$ cat config.mk
export PLATFORM = sky130hd
export DESIGN_NAME = clock_node_retune_sequencer
export DESIGN_NICKNAME = d
export VERILOG_FILES = /design/src/rtl/clock_node_retune_sequencer.sv
export SDC_FILE = /design/constraint.sdc
export NUM_CORES = 1
export LEC_CHECK = 0
export CORE_MARGIN = 4
export CORE_UTILIZATION = 25
export CTS_CLUSTER_DIAMETER = 100
export DETAILED_ROUTE_END_ITERATION = 16
export GPL_TIMING_DRIVEN = 0
export PLACE_DENSITY = 0.61
export SLEW_MARGIN = 20
export SYNTH_ARGS = -nofsm -noshare
export SYNTH_HDL_FRONTEND = slang
export SYNTH_SLANG_ARGS = --single-unit
$ cat constraint.sdc
create_clock -name clock -period 5.4 [get_ports clock]
set_input_delay 0.81 -clock clock [delete_from_list [all_inputs] [get_ports clock]]
set_output_delay 0.81 -clock clock [all_outputs]
set_load 0.005 [all_outputs]
$ cat src/rtl/clock_node_retune_sequencer.sv
// APB master that retunes one clock node: programs the override and setting
// registers, then polls the live frequency register until it matches or times out.
module clock_node_retune_sequencer #(
    parameter logic [31:0] BASE_ADDR     = 32'h0000_0000,
    parameter int unsigned POLL_LIMIT    = 256,
    parameter logic [31:0] SETTING_APPLY = 32'h0000_0001
) (
    input  logic        clock,
    input  logic        async_resetn,
    input  logic        req_valid,
    output logic        req_ready,
    input  logic [31:0] req_frequency,
    input  logic [31:0] req_mindrift,
    input  logic [31:0] req_maxdrift,
    output logic        done_valid,
    output logic [1:0]  done_status,
    output logic [31:0] done_frequency,
    output logic        busy,
    output logic        psel,
    output logic        penable,
    output logic        pwrite,
    output logic [31:0] paddr,
    output logic [31:0] pwdata,
    input  logic [31:0] prdata,
    input  logic        pready,
    input  logic        pslverr
);
    localparam int CNT_W = $clog2(POLL_LIMIT + 1);
    localparam logic [CNT_W-1:0] POLL_LAST = CNT_W'(POLL_LIMIT - 1);

    typedef enum logic [1:0] {S_IDLE, S_SETUP, S_ACCESS, S_DONE} state_t;
    typedef enum logic [2:0] {W_FREQ, W_MIN, W_MAX, W_SET, POLL} step_t;

    state_t           state;
    state_t           state_nxt;
    step_t            step;
    logic [CNT_W-1:0] poll_cnt;
    logic [31:0]      freq_q;
    logic [31:0]      min_q;
    logic [31:0]      max_q;
    logic [31:0]      step_offset;
    logic [31:0]      step_wdata;
    logic             accept;
    logic             xfer_done;
    logic             poll_match;
    logic             poll_last;

    assign accept     = (state == S_IDLE) && req_valid;
    assign xfer_done  = (state == S_ACCESS) && pready;
    assign poll_match = (prdata == freq_q);
    assign poll_last  = (poll_cnt == POLL_LAST);

    always_ff @(posedge clock or negedge async_resetn) begin
        if (!async_resetn) begin
            state <= S_IDLE;
        end else begin
            state <= state_nxt;
        end
    end

    always_comb begin
        state_nxt = state;
        case (state)
            S_IDLE:   if (req_valid) state_nxt = S_SETUP;
            S_SETUP:  state_nxt = S_ACCESS;
            S_ACCESS: begin
                if (pready) begin
                    if (pslverr) begin
                        state_nxt = S_DONE;
                    end else if (step != POLL) begin
                        state_nxt = S_SETUP;
                    end else if (poll_match || poll_last) begin
                        state_nxt = S_DONE;
                    end else begin
                        state_nxt = S_SETUP;
                    end
                end
            end
            S_DONE:   state_nxt = S_IDLE;
            default:  state_nxt = S_IDLE;
        endcase
    end

    // Request words are only sampled at acceptance, so they need no reset.
    always_ff @(posedge clock) begin
        if (accept) begin
            freq_q <= req_frequency;
            min_q  <= req_mindrift;
            max_q  <= req_maxdrift;
        end
    end

    always_ff @(posedge clock or negedge async_resetn) begin
        if (!async_resetn) begin
            step           <= W_FREQ;
            poll_cnt       <= '0;
            done_status    <= 2'd0;
            done_frequency <= 32'd0;
        end else if (accept) begin
            step     <= W_FREQ;
            poll_cnt <= '0;
        end else if (xfer_done) begin
            if (pslverr) begin
                done_status <= 2'd1;
            end else if (step != POLL) begin
                step <= step_t'(step + 3'd1);
            end else if (poll_match) begin
                done_status    <= 2'd0;
                done_frequency <= prdata;
            end else if (poll_last) begin
                done_status    <= 2'd2;
                done_frequency <= prdata;
            end else begin
                poll_cnt <= poll_cnt + 1'b1;
            end
        end
    end

    always_comb begin
        step_offset = 32'h08;
        step_wdata  = 32'd0;
        case (step)
            W_FREQ:  begin step_offset = 32'h34; step_wdata = freq_q;        end
            W_MIN:   begin step_offset = 32'h38; step_wdata = min_q;         end
            W_MAX:   begin step_offset = 32'h3C; step_wdata = max_q;         end
            W_SET:   begin step_offset = 32'h30; step_wdata = SETTING_APPLY; end
            default: begin step_offset = 32'h08; step_wdata = 32'd0;         end
        endcase
    end

    // Bus outputs decode straight from state so an async reset idles the bus at once.
    always_comb begin
        req_ready  = 1'b0;
        busy       = 1'b1;
        done_valid = 1'b0;
        psel       = 1'b0;
        penable    = 1'b0;
        pwrite     = 1'b0;
        paddr      = 32'd0;
        pwdata     = 32'd0;
        case (state)
            S_IDLE: begin
                req_ready = 1'b1;
                busy      = 1'b0;
            end
            S_SETUP, S_ACCESS: begin
                psel    = 1'b1;
                penable = (state == S_ACCESS);
                pwrite  = (step != POLL);
                paddr   = BASE_ADDR + step_offset;
                pwdata  = step_wdata;
            end
            S_DONE:  done_valid = 1'b1;
            default: busy = 1'b0;
        endcase
    end
endmodule
==> impl_metrics.env <==
export IMPL_worstSetupPathType="register to output port"
export IMPL_ys_warnings_count=0
export IMPL_endpoint_kind="output port"
export IMPL_path_cells="inv_1 > ha_1 > nor2b_1 > clkbuf_1 > o41ai_2 > clkbuf_1 > a21oi_1 > clkdlybuf4s50_1"
export IMPL_drive_gt1_share_pct=15.1
export IMPL_wire_per_inst_um=18.4
export IMPL_synth_edf_count=96
export IMPL_clock_path_buffers=2
export IMPL_wirelength_mm=19.5
export IMPL_cts_resized=0
export IMPL_place_congestion=0.753
export IMPL_start_util_pct=25.3
export IMPL_dp_cells=1026
export IMPL_die_area_mm2=0.0282
export IMPL_post_route_period_util_pct=79.5
export IMPL_grt_antenna_before_repair=0
export IMPL_dp_hpwl_mm=14.5
export IMPL_drtAntennaViolNets=0
export IMPL_synth_xor_area_share_pct=4.80
export IMPL_io_pins=237
export IMPL_r2r_end="done_frequency[9]"
export IMPL_grt_max_degree=49
export IMPL_routed_via_count=4438
export IMPL_crit_fanout=10
export IMPL_holdCritPathClass="input pin to asynchronous set/reset pin"
export IMPL_avgViaCountPerCell=4.19
export IMPL_fmax_mhz=233
export IMPL_synthSimpleGateAreaFrac_pct=6.39
export IMPL_clk_pin_slew_worst_paths_ps=70
export IMPL_reg2reg_depth=7
export IMPL_clkSinkCount=144
export IMPL_ir_drop_mv=0.284
export IMPL_rsz0062_at_grt="no"
export IMPL_slowest_stage="o41ai_2"
export IMPL_fin_skew_ps=10.2
export IMPL_critPathLaunch="step[0]"
export IMPL_final_cells=1058
export IMPL_area_growth_pct=51.7
export IMPL_r2r_start="freq_q[13]"
export IMPL_row_count=58
export IMPL_drcViolationCount=0
export IMPL_p_leak_nw=3.88
export IMPL_grt_use_total_pct=13.7
export IMPL_synthCells=458
export IMPL_status="complete, no violations"
export IMPL_cp_start_kind="register"
export IMPL_dr_pass1_iters=4
export IMPL_grt_pass1_wl_mm=29.0
export IMPL_post_cts_setup_buffer_count=0
export IMPL_clk_insertion_delay_late_ps=420
export IMPL_synth_flop_cell="edfxtp_1"
export IMPL_crit_arrival_ps=3480
export IMPL_synth_top_family_by_area="compound AO/OA/AOI/OAI gates"
export IMPL_hold_viol_final=0
export IMPL_synthMuxAreaShare_pct=7.51
export IMPL_first_global_vias=4759
export IMPL_synth_seq_area_share_pct=64.0
export IMPL_synth_compound_area_share_pct=9.70
export IMPL_p_per_area_mw_per_mm2=446
export IMPL_cts_hold_buf=0
export IMPL_slew_viol_final=0
export IMPL_fin_nets=858
export IMPL_required_ps=4590
export IMPL_synthArstFlopShare_pct=33.3
export IMPL_fin_ws_ps=1110
export IMPL_cts_tree="done"
export IMPL_finalSetupViolCount=0
export IMPL_worstMarginPinSlew_ps=801
export IMPL_path_common_cell="clkbuf_1"
export IMPL_htree_levels=4
export IMPL_whs_ps=240
export IMPL_maxCapViolCount=0
export IMPL_die_x_um=168
export IMPL_ff2ff_setup_slack_ps=2680
export IMPL_synth_fa_ha_area_share_pct=1.96
export IMPL_grt_overflow=0
export IMPL_cts_buffers=17
export IMPL_crit_buf_inv=4
export IMPL_syn_area_per_cell_um2=13.9
export IMPL_synth_cell_type_count=45
export IMPL_coreArea_mm2=0.0252
export IMPL_die_h_um=168
export IMPL_crit_family="buffers and inverters"
export IMPL_cts_root_buf="clkbuf_16"
export IMPL_drt_initial_drc_count=170
export IMPL_max_stage_delay_ps=780
export IMPL_cp_depth=8
export IMPL_ys_seq_elements=144
export IMPL_antenna_cells=0
export IMPL_place_ws_ps=1400
export IMPL_nFillCells=2443
export IMPL_fin_crit_ps=4290
export IMPL_slew_headroom_pct=46.0
export IMPL_port_buffers=208
export IMPL_cp_endpoint="pwdata[16]"
export IMPL_synth_area_mm2=0.00638
==> how the worst min path moves through the flow <==
stage	to	slack (ps)	cells past startpoint
floorplan	done_status[0]	490	1
global placement	done_status[0]	480	1
detailed placement	done_status[0]	480	1
CTS	done_status[1]	230	1
global route	done_frequency[0]	230	1
finish	done_frequency[16]	240	1
==> flip-flops by register name, indices dropped and copies added, names as in the netlist <==
register / count
max_q: 32
poll_cnt: 9
done_status: 2
state: 2
min_q: 32
step: 3
freq_q: 32
done_frequency: 32
==> worst register-to-register path: stages, from the launching register on <==
cell,delay (ps)
edfxtp_1,420
xor2_1,190
nor4_1,540
nand4_2,400
o21bai_4,330
nand3_4,180
buf_6,240
mux2_4,310
==> area by class of cell <==
class                           count  area (um2)  share of cell area, %
Clock buffer                       17         425                   4.40
Sequential cell                   144        4080                   42.2
Buffer                             48         315                   3.26
Inverter                           12        45.0                  0.465
Multi-Input combinational cell    281        2050                   21.2
Tap cell                          330         413                   4.27
Clock inverter                     15         184                   1.90
Timing Repair Buffer              211        2160                   22.3
==> synth_stat cells, types with 10 or more instances <==
library cell / number / area share [%]
a21oi_1: 40 / 3.1
a22oi_1: 32 / 3.8
buf_4: 29 / 3.4
clkbuf_1: 16 / 0.94
dfrtp_1: 48 / 19
edfxtp_1: 96 / 45
ha_1: 10 / 2.0
inv_1: 12 / 0.71
mux2_4: 29 / 6.8
nand2_1: 37 / 2.2
nor2_1: 10 / 0.59
xor2_1: 34 / 4.7
==> where the power goes <==
| group | internal [mW] | switching, mW |
|---|---|---|
| sequential | 1.38 | 0.0710 |
| combinational | 0.797 | 0.830 |
| clock | 0.708 | 0.532 |
==> metrics by stage <==
step	instance area (um2)	setup TNS (ps)	total power, mW	utilization (%)
detailed placement	9070	0	3.14	36.0
CTS	9680	0	4.39	38.4
global route	9680	0	4.57	38.4
floorplan	6480	0	2.14	-
finish	9680	0	4.31	38.4
global placement	8980	-103840	3.11	35.7
==> cell families (layout without fill, tap and decap cells) <==
kind of cell | count (synthesis) | after routing
DFF | 144 | 144
buffers and inverters | 60 | 303
and+or+nand+nor | 80 | 80
other | 1 | 28
muxes | 33 | 33
AOI/OAI and AO/OA | 95 | 95
adders and majority gates | 10 | 10
xor gates and xnor gates | 35 | 35
==> metal layers <==
| metal | GRT usage [%] | vias up | wire, um |
|---|---|---|---|
| met5 | 0 | - | 0 |
| met4 | 3.03 | 0 | 144 |
| met3 | 4.48 | 9 | 1380 |
| met2 | 23.7 | 166 | 9700 |
| met1 | 16.8 | 2125 | 8260 |
| li1 | - | 2138 | - |
==> layout by cell type, fill, tap and decap left out, drive strengths merged, types with 3 or more instances in the layout <==
cell type	instances
clkdlybuf4s50	207
edfxtp	96
dfrtp	48
a21oi	40
nand2	37
buf	36
xor2	34
clkbuf	33
a22oi	32
mux2	32
conb	28
inv	25
nor2	10
ha	10
nor4	8
o21ai	7
nand3	5
or3	4
and3	3
nor2b	3
and2	3
o211ai	3
Note: power is estimated with default switching activity, not from simulation.
